File: src/rtl/wb_arbiter_pkg.sv
// Shared types for the register-file write-back arbiter: source indices and the queued {rd, data} entry.
package wb_arbiter_pkg;

    localparam int RD_W        = 5;
    localparam int WB_DATA_MAX = 64;

    typedef enum logic {
        SRC_ALU = 1'b0,
        SRC_MEM = 1'b1
    } src_e;

    typedef logic [RD_W-1:0] rd_t;

    // Data is carried at the widest supported width; each instance keeps only its low DATA_W bits.
    typedef struct packed {
        rd_t                    rd;
        logic [WB_DATA_MAX-1:0] data;
    } wb_entry_t;

    function automatic logic is_x0(input rd_t r);
        return (r == '0);
    endfunction

endpackage

File: src/rtl/wb_fifo.sv
// Per-source write-back queue: power-of-two ring buffer with wrap-around pointers and an occupancy count.
module wb_fifo
    import wb_arbiter_pkg::*;
#(
    parameter int DATA_W     = 32,
    parameter int FIFO_DEPTH = 2
) (
    input  logic      clk,
    input  logic      rst_n,
    input  logic      push_i,
    input  wb_entry_t push_entry_i,
    input  logic      pop_i,
    output logic      full_o,
    output logic      empty_o,
    output wb_entry_t head_o
);

    localparam int PTR_W = $clog2(FIFO_DEPTH);
    localparam int CNT_W = PTR_W + 1;

    logic [PTR_W-1:0]  wr_ptr_q, wr_ptr_d;
    logic [PTR_W-1:0]  rd_ptr_q, rd_ptr_d;
    logic [CNT_W-1:0]  count_q, count_d;
    logic [RD_W-1:0]   rd_mem   [FIFO_DEPTH];
    logic [DATA_W-1:0] data_mem [FIFO_DEPTH];
    logic              push_ok;
    logic              pop_ok;
    logic              unused_push_hi;

    assign full_o         = (count_q == CNT_W'(FIFO_DEPTH));
    assign empty_o        = (count_q == '0);
    assign push_ok        = push_i & ~full_o;
    assign pop_ok         = pop_i & ~empty_o;
    assign unused_push_hi = ^push_entry_i.data;

    always_comb begin
        wr_ptr_d = wr_ptr_q;
        rd_ptr_d = rd_ptr_q;
        count_d  = count_q;
        if (push_ok) begin
            wr_ptr_d = wr_ptr_q + PTR_W'(1);
        end
        if (pop_ok) begin
            rd_ptr_d = rd_ptr_q + PTR_W'(1);
        end
        // Simultaneous push and pop leaves the occupancy unchanged.
        case ({push_ok, pop_ok})
            2'b10:   count_d = count_q + CNT_W'(1);
            2'b01:   count_d = count_q - CNT_W'(1);
            default: count_d = count_q;
        endcase
    end

    always_ff @(posedge clk or negedge rst_n) begin
        if (!rst_n) begin
            wr_ptr_q <= '0;
            rd_ptr_q <= '0;
            count_q  <= '0;
        end else begin
            wr_ptr_q <= wr_ptr_d;
            rd_ptr_q <= rd_ptr_d;
            count_q  <= count_d;
        end
    end

    always_ff @(posedge clk) begin
        if (push_ok) begin
            rd_mem[wr_ptr_q]   <= push_entry_i.rd;
            data_mem[wr_ptr_q] <= push_entry_i.data[DATA_W-1:0];
        end
    end

    always_comb begin
        head_o                   = '0;
        head_o.rd                = rd_mem[rd_ptr_q];
        head_o.data[DATA_W-1:0]  = data_mem[rd_ptr_q];
    end

endmodule

File: src/rtl/wb_arbiter.sv
// Write-back arbiter: queues ALU and load results, picks one per cycle round-robin,
// and registers it onto the register-file write port.
module wb_arbiter
    import wb_arbiter_pkg::*;
#(
    parameter int DATA_W     = 32,
    parameter int FIFO_DEPTH = 2
) (
    input  logic              clk,
    input  logic              rst_n,
    input  logic              alu_valid,
    input  logic [RD_W-1:0]   alu_rd,
    input  logic [DATA_W-1:0] alu_data,
    output logic              alu_ready,
    input  logic              mem_valid,
    input  logic [RD_W-1:0]   mem_rd,
    input  logic [DATA_W-1:0] mem_data,
    output logic              mem_ready,
    output logic [RD_W-1:0]   rd,
    output logic [DATA_W-1:0] write_data,
    output logic              reg_write
);

    wb_entry_t         alu_entry, mem_entry;
    wb_entry_t         alu_head, mem_head, sel_entry;
    logic              alu_full, alu_empty, mem_full, mem_empty;
    logic              alu_push, mem_push, alu_pop, mem_pop;
    logic              unused_sel_hi;
    src_e              last_q, last_d;
    logic [RD_W-1:0]   rd_q, rd_d;
    logic [DATA_W-1:0] wdata_q, wdata_d;
    logic              we_q, we_d;

    // Ready is a pure function of occupancy, so a same-cycle pop never opens the queue early.
    assign alu_ready = rst_n & ~alu_full;
    assign mem_ready = rst_n & ~mem_full;
    assign alu_push  = alu_valid & alu_ready;
    assign mem_push  = mem_valid & mem_ready;

    always_comb begin
        alu_entry                   = '0;
        alu_entry.rd                = alu_rd;
        alu_entry.data[DATA_W-1:0]  = alu_data;
        mem_entry                   = '0;
        mem_entry.rd                = mem_rd;
        mem_entry.data[DATA_W-1:0]  = mem_data;
    end

    wb_fifo #(
        .DATA_W     (DATA_W),
        .FIFO_DEPTH (FIFO_DEPTH)
    ) u_alu_fifo (
        .clk          (clk),
        .rst_n        (rst_n),
        .push_i       (alu_push),
        .push_entry_i (alu_entry),
        .pop_i        (alu_pop),
        .full_o       (alu_full),
        .empty_o      (alu_empty),
        .head_o       (alu_head)
    );

    wb_fifo #(
        .DATA_W     (DATA_W),
        .FIFO_DEPTH (FIFO_DEPTH)
    ) u_mem_fifo (
        .clk          (clk),
        .rst_n        (rst_n),
        .push_i       (mem_push),
        .push_entry_i (mem_entry),
        .pop_i        (mem_pop),
        .full_o       (mem_full),
        .empty_o      (mem_empty),
        .head_o       (mem_head)
    );

    // On a tie the source that did not win last time is granted.
    always_comb begin
        alu_pop   = 1'b0;
        mem_pop   = 1'b0;
        last_d    = last_q;
        sel_entry = alu_head;
        if (!alu_empty && (mem_empty || last_q == SRC_MEM)) begin
            alu_pop = 1'b1;
            last_d  = SRC_ALU;
        end else if (!mem_empty) begin
            mem_pop   = 1'b1;
            last_d    = SRC_MEM;
            sel_entry = mem_head;
        end
    end

    assign unused_sel_hi = ^sel_entry.data;

    // x0 writes are drained from the queue but never enable the register file.
    always_comb begin
        rd_d    = rd_q;
        wdata_d = wdata_q;
        we_d    = 1'b0;
        if (alu_pop || mem_pop) begin
            rd_d    = sel_entry.rd;
            wdata_d = sel_entry.data[DATA_W-1:0];
            we_d    = ~is_x0(sel_entry.rd);
        end
    end

    always_ff @(posedge clk or negedge rst_n) begin
        if (!rst_n) begin
            last_q  <= SRC_MEM;
            rd_q    <= '0;
            wdata_q <= '0;
            we_q    <= 1'b0;
        end else begin
            last_q  <= last_d;
            rd_q    <= rd_d;
            wdata_q <= wdata_d;
            we_q    <= we_d;
        end
    end

    assign rd         = rd_q;
    assign write_data = wdata_q;
    assign reg_write  = we_q;

endmodule

File: config.mk
export PLATFORM = sky130hd
export DESIGN_NAME = wb_arbiter
export DESIGN_NICKNAME = d
export VERILOG_FILES = /design/src/rtl/wb_arbiter_pkg.sv /design/src/rtl/wb_fifo.sv /design/src/rtl/wb_arbiter.sv
export SDC_FILE = /design/constraint.sdc
export NUM_CORES = 1
export LEC_CHECK = 0
export ABC_AREA = 0
export ABC_CLOCK_PERIOD_IN_PS = 6640
export CORE_MARGIN = 1.5
export CORE_UTILIZATION = 50
export DETAILED_ROUTE_END_ITERATION = 10
export PLACE_DENSITY = 0.75
export SETUP_SLACK_MARGIN = 0.15
export SYNTH_ARGS = -nofsm -noshare
export SYNTH_HDL_FRONTEND = slang
export SYNTH_SLANG_ARGS = --single-unit
File: constraint.sdc
create_clock -name clk -period 6.64 [get_ports clk]
set_clock_uncertainty 0.05 [all_clocks]
set_input_delay 1.992 -clock clk [delete_from_list [all_inputs] [get_ports clk]]
set_output_delay 1.992 -clock clk [all_outputs]
set_load 0.01 [all_outputs]
# Word-level counts from Yosys, hierarchy flattened
# Memories as Yosys holds them, arrays and structs flattened.
# Index checks and enable logic that the tools add are counted.
dict set report word_totals {
  ff_bits 47
  ramBits 148
  mem_count 4
}
dict set report op_classes {
  add_sub_neg 8
  eq_ne 7
  muxes 14
  bitwise_logic 13
  n_reduce_logical 9
}
# name depth width rd rd_ports_with_merged_regs wr line_no
set mem_list {}
lappend mem_list {u_alu_fifo.data_mem 2 32 1 0 1 wb_fifo.sv:25} ;# logic [DATA_W-1:0] data_mem [FIFO_DEPTH];
lappend mem_list {u_mem_fifo.data_mem 2 32 1 0 1 wb_fifo.sv:25}
lappend mem_list {u_alu_fifo.rd_mem 2 5 1 0 1 wb_fifo.sv:24} ;# logic [RD_W-1:0] rd_mem [FIFO_DEPTH];
lappend mem_list {u_mem_fifo.rd_mem 2 5 1 0 1 wb_fifo.sv:24}
# operator count
set op_table {}
lappend op_table {{$mux 69} 2}
lappend op_table {{$mux 1} 10}
lappend op_table {{$and 1x1->1} 8}
lappend op_table {{$eq 2x2->1 const B} 4}
lappend op_table {{$pmux 2 s2} 2}
lappend op_table {{$logic_not 5->1} 1}
lappend op_table {{$not 1->1} 5}
lappend op_table {{$add 1x1->1 const B} 4}
lappend op_table {{$add 2x1->2 const B} 2}
lappend op_table {{$eq 2x1->1 const B} 2}
lappend op_table {{$logic_not 2->1} 2}
lappend op_table {{$reduce_bool 2->1} 2}
lappend op_table {{$sub 2x1->2 const B} 2}
lappend op_table {{$logic_or 1x1->1} 2}
lappend op_table {{$ne 2x1->1 const B} 1}
lappend op_table {{$logic_and 1x1->1} 1}
lappend op_table {{$logic_not 1->1} 1}

# Logic depth before layout (Yosys ltp)
# Gate-level depths: netlist (run 1).
dict set report depth {
  depth_word 7
  depth_mapped 8
  ltp_nobuf 7
}

# Hierarchy
# A second synthesis (run 1) with hierarchy kept.
dict set report unflattened {
  hier_cells 511
  area_unflattened_um2 8311.7
}
# mod n_inst cells_per_inst area_each_um2 seq_area_each_um2
set modules_own_cells {}
lappend modules_own_cells {wb_fifo 2 166 3193.1 2322.2}
lappend modules_own_cells {wb_arbiter 1 179 1925.6 977.2}

# Worst setup path after synthesis (run 1)
# Ideal clock, no wire load.
dict set report synth_timing {
  path_kind {input -> register}
  startpoint {input port rst_n}
  endpoint {memory u_mem_fifo.data_mem[0][0], enable pin}
  setup_ns 0.431
  arrival_ns 4.161
  required_time_ns 6.159
  setup_slack_ns 1.997
  path_stages 3
  n_path_buf 0
  cell_sequence {a21boi_0 nand2_1 nor2_1}
}
dict set report synth_via {
  elab_chain_cells 5
}
# item line_no
set synth_rtl {}
lappend synth_rtl {{from (decl)} wb_arbiter.sv:10} ;# input logic rst_n,
lappend synth_rtl {{$and 1x1->1} wb_arbiter.sv:36} ;# assign mem_ready = rst_n & ~mem_full;
lappend synth_rtl {{$and 1x1->1} wb_arbiter.sv:38} ;# assign mem_push = mem_valid & mem_ready;
lappend synth_rtl {{$and 1x1->1} wb_fifo.sv:32} ;# assign push_ok = push_i & ~full_o;
lappend synth_rtl {{$mux 1} wb_fifo.sv:67} ;# if (push_ok) begin
lappend synth_rtl {{$mux 1 (implied by the code)} wb_fifo.sv:69} ;# data_mem[wr_ptr_q] <= push_entry_i.data[DATA_W-1:0];
lappend synth_rtl {{to (decl)} wb_fifo.sv:25}
# Every way passes these cells.

# Worst setup path in the final report (run 1)
dict set report layout_timing {
  startpoint {input port rst_n}
  endpoint {output port mem_ready}
}
dict set report layout_via {
  elab_chain_cells 1
}
# item line_no
set layout_rtl {}
lappend layout_rtl {{$and 1x1->1} wb_arbiter.sv:36}
lappend layout_rtl {{to (decl)} wb_arbiter.sv:18} ;# output logic mem_ready,
# Every way passes these cells.

==> results by group, run 1 <==
Detailed routing
  – Post-Route WL: between 10,000 and 15,000 um
  – ANT nets after route: 0
  – Drt wl/cell: approximately 20 um
  – Number of detailed-route iterations in the first pass: 5
  – Vias per inst: about 5.5
  – Via count: between 4k and 5k
  – Drt initial violations: 224
  – DRC Markers: 0

Clocking
  – Hold_buf cts: 0
  – Worst-Skew Late Latency: between 400 and 500 ps
  – CTS tree: yes
  – Clock Path Buffers: 2
  – CTS sink cnt: around 200
  – Clock buffer count from CTS: 17
  – H-tree levels: 4
  – Clk root buf: clkbuf_16
  – Clock-pin slew on the worst setup and hold paths: around 60 ps
  – CTS resizes: 0
  – Post-CTS setup buffers: 0

Global route
  – Initial antenna violation count: 0
  – GR Overflow Total: 0
  – GRT Total Usage: 19.7%
  – First-pass GRT wire length: 23,000 um
  – Largest net degree at the start of global routing: 47
  – Number of global-route vias before repair: 4,354

Min path
  – Hold Path End: write_data[30]
  – Hold path start: write_data[30]
  – Hold Path Depth: 1
  – Min-delay worst type: flip-flop to flip-flop

Yosys
  – Synthesized cell area: 7470 um^2
  – Seq/Total Area, Yosys: about three quarters
  – Syn_nets: a little over 500
  – Leading area contributor after synthesis: edfxtp_1
  – Netlist cell types: 40
  – Top-area cell type share of the netlist area: about three fifths
  – Synth Area per Inst: 17.4 um^2
  – Area contributors post-synth: edfxtp_1 (59%), dfrtp_1 (15%), mux2i_1 (7.9%), a21o_1 (1.9%), o22ai_1 (1.7%)
  – Synth warn: 0
  – Synth Instances: 430
  – Synth Register Bits: slightly below 200

Floorplan
  – Core area: between 10,000 and 15,000 um^2
  – Die W: 125 um
  – Rows: between 40 and 50
  – Die ar.: approximately 16,000 um^2
  – Ports: around 120
  – Starting Density: between 50% and 60%
  – Die span in y: around 130 um

Layout
  – Commonest non-fill, non-tap cell in the layout: edfxtp_1
  – Finished Cell Area: ~9300 um^2
  – Layout cells sized above 1: 10.2%
  – Area of the multi-input gates: 1680 um^2
  – Area grow syn2layout: 24.6%
  – FF/Latch Area: between 5000 and 6000 um^2
  – Inserted Diodes: 0
  – Fillers: between 1k and 1.5k
  – Post-layout net count: between 600 and 700
  – Most frequent cells in the layout: edfxtp_1 (148), clkdlybuf4s50_1 (116), mux2i_1 (59), dfrtp_1 (44)

Setup path
  – R2r worst-path depth: 4
  – Critical path capture point type: output port
  – Origin of the critical flop-to-flop path: u_alu_fifo.count_q[0]
  – Critical Path RT: between 4000 and 5000 ps
  – CP startpoint kind: input port
  – Worst R2R Setup Slack: just over 4000 ps
  – Reg-to-reg endpoint: u_alu_fifo.rd_mem[0][4]
  – CP Class: input port to output port
  – Critical path arrival: 3110 ps
  – Worst setup path start: rst_n
  – CP max FO: 10

Timing
  – Hold Vio Cnt, Final: 0
  – Post-Route Hold Slack: about 430 ps
  – Post-route minimum period: between 5000 and 6000 ps
  – Relative slew margins: 18.0%
  – Worst-Margin Slew: about 1200 ps
  – TNS Setup: 0 ps
  – Setup violators final: 0
  – Final Cycle Share: just under 80%
  – Slew Viols, Final: 0
  – RSZ-0062 raised after global routing: false
  – Worst setup margin: 1490 ps
  – FMAX: between 0.15 and 0.2 GHz

Run status
  – Status: finished clean

Power
  – Peak supply drop: ~0.27 mV
  – Overall Power: 4.16 mW
  – Pwr Density: between 400 and 500 nW/um^2
  – Pleak: about 3.4 nW

Placed design
  – Placement-stage cell area: between 8000 and 9000 um^2
  – Pre-CTS WS: roughly 1500 ps
  – Routability Congestion: between 0.7 and 0.8
  – Detailed Place HPWL: about 9300 um
  – Count of buffers from port buffering: 117

Job
  – Max cap viols: 0
-- critical path, stage by stage --
cell,delay (ps)
buf_2,200
a21boi_0,310
clkdlybuf4s50_1,600
-- per-layer routing --
layer / global-route usage [%] / share of wire, % / vias to the layer above
met1: 24.7 / 41 / 2040
met3: 5.22 / 6.2 / 8
met4: 7.49 / 0.68 / 0
li1: - / - / 1904
met5: 0 / 0 / -
met2: 33.0 / 53 / 123
-- registers in the layout, indices dropped and copies added (netlist names), 2 cells and up --
register	flops
u_mem_fifo.data_mem	64
rd	5
u_mem_fifo.rd_mem	10
u_alu_fifo.rd_mem	10
u_mem_fifo.count_q	2
u_alu_fifo.data_mem	64
write_data	32
u_alu_fifo.count_q	2
-- power breakdown --
part           switching (mW)  internal [mW]  leakage, nW
Sequential              0.267           1.61         1.90
Combinational           0.624          0.688         1.26
Clock                   0.453          0.526        0.266
Total                    1.34           2.82         3.43
-- logic make-up after synthesis --
kind of cell    share of synthesized area [%]
flops                                    75.2
compound gates                           8.98
mux                                      8.66
simple gates                             2.93
buf+inv                                  2.68
xor+xnor                                 1.17
fa+ha+maj                               0.335
-- worst max-delay path by stage --
stage,endpoint,slack (ps),depth (start not counted)
global placement,alu_ready,1500,3
global route,alu_ready,1400,3
floorplan,u_mem_fifo.data_mem[0][0],2000,3
CTS,alu_ready,1470,3
detailed placement,alu_ready,1470,3
finish,mem_ready,1490,3
-- stage by stage --
step / instances / util (%)
after floorplan: 430 / -
after global placement: 710 / 60.1
after detailed placement: 710 / 60.1
after CTS: 742 / 64.0
after global routing: 742 / 64.0
final: 742 / 64.0
-- cells in the mapped netlist (all sizes together) --
master / instances
buf: 22
and3: 2
nor2b: 6
o41ai: 2
a21o: 19
inv: 4
o21a: 8
edfxtp: 148
xnor2: 8
a41oi: 1
o21ai: 4
nand2: 14
and2b: 5
o21bai: 1
o22ai: 20
o221ai: 8
a211oi: 11
a21oi: 6
nor2: 9
o31ai: 6
a21boi: 4
xor2: 2
dfstp: 1
nor3: 3
mux2i: 59
clkbuf: 2
mux2: 5
nand3: 1
or2: 1
dfrtp: 46
ha: 2
-- cell type report --
class / instances / share of cell area (%)
timing repair buffer: 120 / 12.8
tap: 184 / 2.47
sequential: 195 / 60.4
inverter: 4 / 0.161
clock buffer: 17 / 4.57
clock inverter: 15 / 1.56
multi-input combinational: 207 / 18.1
Note: power is estimated with default switching activity, not from simulation.
==> run 2: changes to the inputs <==
ABC_CLOCK_PERIOD_IN_PS = 4300   (was 6640)
CORE_UTILIZATION = 48   (was 50)
clock period = 4.3 ns   (was 6.64 ns; I/O delays follow)
==> run 2 against run 1 <==
Against the previous run:
- sequential power increased by 50%
- wire length rose by 0.84%
- via count is 0.32% higher
- largest cell class unchanged
- non-clock buffer count increased by 3
- critical path depth unchanged
==> results by group, run 2 (same netlist as run 1, synthesis figures left out) <==
Clocking
  – Hold_buf cts: 0 (unchanged)
  – Clock Path Buffers: 2 (unchanged)
  – Clk root buf: clkbuf_16 (unchanged)
  – Clock buffer count from CTS: 17 (unchanged)
  – Post-CTS setup buffers: 0 (unchanged)
  – H-tree levels: 4 (unchanged)
  – CTS sink cnt: 195 (unchanged)
  – Worst-Skew Late Latency: 420 ps (was 430 ps)
  – CTS resizes: 0 (unchanged)
  – CTS tree: yes (unchanged)
  – Clock-pin slew on the worst setup and hold paths: 60 ps (about the same)

Global route
  – First-pass GRT wire length: 22,700 um (was 23,000 um)
  – GRT Total Usage: 19.0% (was 19.7%)
  – Initial antenna violation count: 1 (was 0)
  – Number of global-route vias before repair: 4,372 (was 4,354)
  – Largest net degree at the start of global routing: 46 (was 47)
  – GR Overflow Total: 0 (unchanged)

Floorplan
  – Ports: 118 (unchanged)
  – Core area: 15,200 um^2 (was 14,500 um^2)
  – Die ar.: 16,300 um^2 (was 15,700 um^2)
  – Starting Density: 49.1% (was 51.4%)
  – Die W: 128 um (was 125 um)
  – Rows: 45 (was 44)
  – Die span in y: 128 um (was 125 um)

Timing
  – TNS Setup: 0 ps (unchanged)
  – Worst-Margin Slew: 1170 ps (was 1230 ps)
  – Hold Vio Cnt, Final: 0 (unchanged)
  – Final Cycle Share: 84.6%
  – Relative slew margins: 22.3% (was 18.0%)
  – Post-route minimum period: between 3000 and 4000 ps
  – RSZ-0062 raised after global routing: false (unchanged)
  – Setup violators final: 0 (unchanged)
  – FMAX: approximately 0.28 GHz
  – Slew Viols, Final: 0 (unchanged)

Power
  – Sw Ratio: 30.8% (was 32.3%)
  – Reg power frac: 42.4% (was 45.0%)
  – Combinational share of power: 32.2% (was 31.5%)
  – Pwr Density: 703 nW/um^2 (was 447 nW/um^2)
  – Overall Power: 6.62 mW (was 4.16 mW)
  – Peak supply drop: 0.412 mV (was 0.266 mV)
  – Int Power: 4.58 mW (was 2.82 mW)
  – Clk pwr share: 25.4% (was 23.5%)
  – P_sw: 2.04 mW (was 1.34 mW)
  – Pleak: 3.47 nW (was 3.43 nW)

Placed design
  – Count of buffers from port buffering: 117 (unchanged)
  – Routability Congestion: 0.770 (was 0.749)
  – Detailed Place HPWL: 9250 um (was 9280 um)

Layout
  – Post-layout net count: 628 (was 625)
  – Area grow syn2layout: 25.9% (was 24.6%)
  – Commonest non-fill, non-tap cell in the layout: edfxtp_1 (unchanged)
  – Layout cells sized above 1: 10.2% (about the same)
  – Most frequent cells in the layout: edfxtp_1 (148), clkdlybuf4s50_1 (116), mux2i_1 (59), dfrtp_1 (44) (unchanged)
  – Fillers: 1,108 (was 1,063)
  – Inserted Diodes: 0 (unchanged)

Detailed routing
  – ANT nets after route: 0 (unchanged)
  – Number of detailed-route iterations in the first pass: 5 (unchanged)
  – Drt wl/cell: 19.6 um (about the same)
  – Post-Route WL: 14,700 um (was 14,600 um)
  – Via count: 4,088 (was 4,075)
  – Drt initial violations: 252 (was 224)
  – DRC Markers: 0 (unchanged)
  – Vias per inst: 5.46 (was 5.49)

Setup path
  – CP startpoint kind: input port (unchanged)
  – CP max FO: 4 (was 10)
  – Critical path capture point type: output port (unchanged)
  – CP Class: input port to output port (unchanged)
  – Critical Path RT: 2960 ps (was 4600 ps)
  – Critical path arrival: 2300 ps (was 3110 ps)

Min path
  – Min-delay worst type: flip-flop to flip-flop (unchanged)

Run status
  – Status: finished clean (unchanged)

Job
  – Max cap viols: 0 (unchanged)
run 2: cell count changes in the layout (fill, tap and decap cells not counted), sizes merged:
cell      before  now
buf            4    7
bufinv         1    5
clkbuf        17   18
clkinv         2    3
clkinvlp       5    6
inv           11    4
run 2: area by class of cell:
| cell class | count | area (um^2) | share of cell area, % |
|---|---|---|---|
| Clock buffer | 18 | 429 | 4.56 |
| Clock inverter | 14 | 211 | 2.25 |
| Inverter | 4 | 15.0 | 0.160 |
| Multi-Input combinational cell | 207 | 1680 | 17.9 |
| Sequential cell | 195 | 5620 | 59.8 |
| Tap cell | 188 | 235 | 2.50 |
| Timing Repair Buffer | 123 | 1210 | 12.9 |
run 2: power groups by stage:
stage,Sequential [mW],Combinational [mW],Clock [mW]
after global placement,2.82,2.08,0
after CTS,2.81,2.16,1.70
after global routing,2.86,2.32,1.78
after detailed placement,2.85,2.15,0
final,2.80,2.13,1.68
after floorplan,2.76,1.47,0
run 2: path summary, 6_finish.rpt:
check,end,slack [ps],start,depth (start not counted)
min,write_data[25],430,write_data[25],1
max in group asynchronous,last_q,3010,rst_n,2
max,mem_ready,660,rst_n,3
min reg2reg,write_data[25],430,write_data[25],1
max reg2reg,u_mem_fifo.count_q[1],1910,u_mem_fifo.count_q[0],6
min in group asynchronous,rd[3],840,rst_n,2
run 2: worst max-delay path: stages:
cell and delay [ps]:
buf_2 110, a21boi_0 300, clkdlybuf4s50_1 600
run 2: stage by stage:
stage               instances  setup WS (ps)  utilization (%)  area [um^2]  hold WS, ps
global route              749            543             61.9         9410          452
detailed placement        717            642             57.7         8770          418
global placement          717            683             57.7         8770          411
floorplan                 430            359                -         7470          410
finish                    749            664             61.9         9410          430
CTS                       749            641             61.9         9410          434
run 2: metal layers:
| metal | routed length (um) | global-route usage, % |
|---|---|---|
| met5 | 13 | 0 |
| met2 | 7600 | 32.4 |
| met3 | 733 | 5.22 |
| met4 | 157 | 6.28 |
| met1 | 6180 | 23.5 |
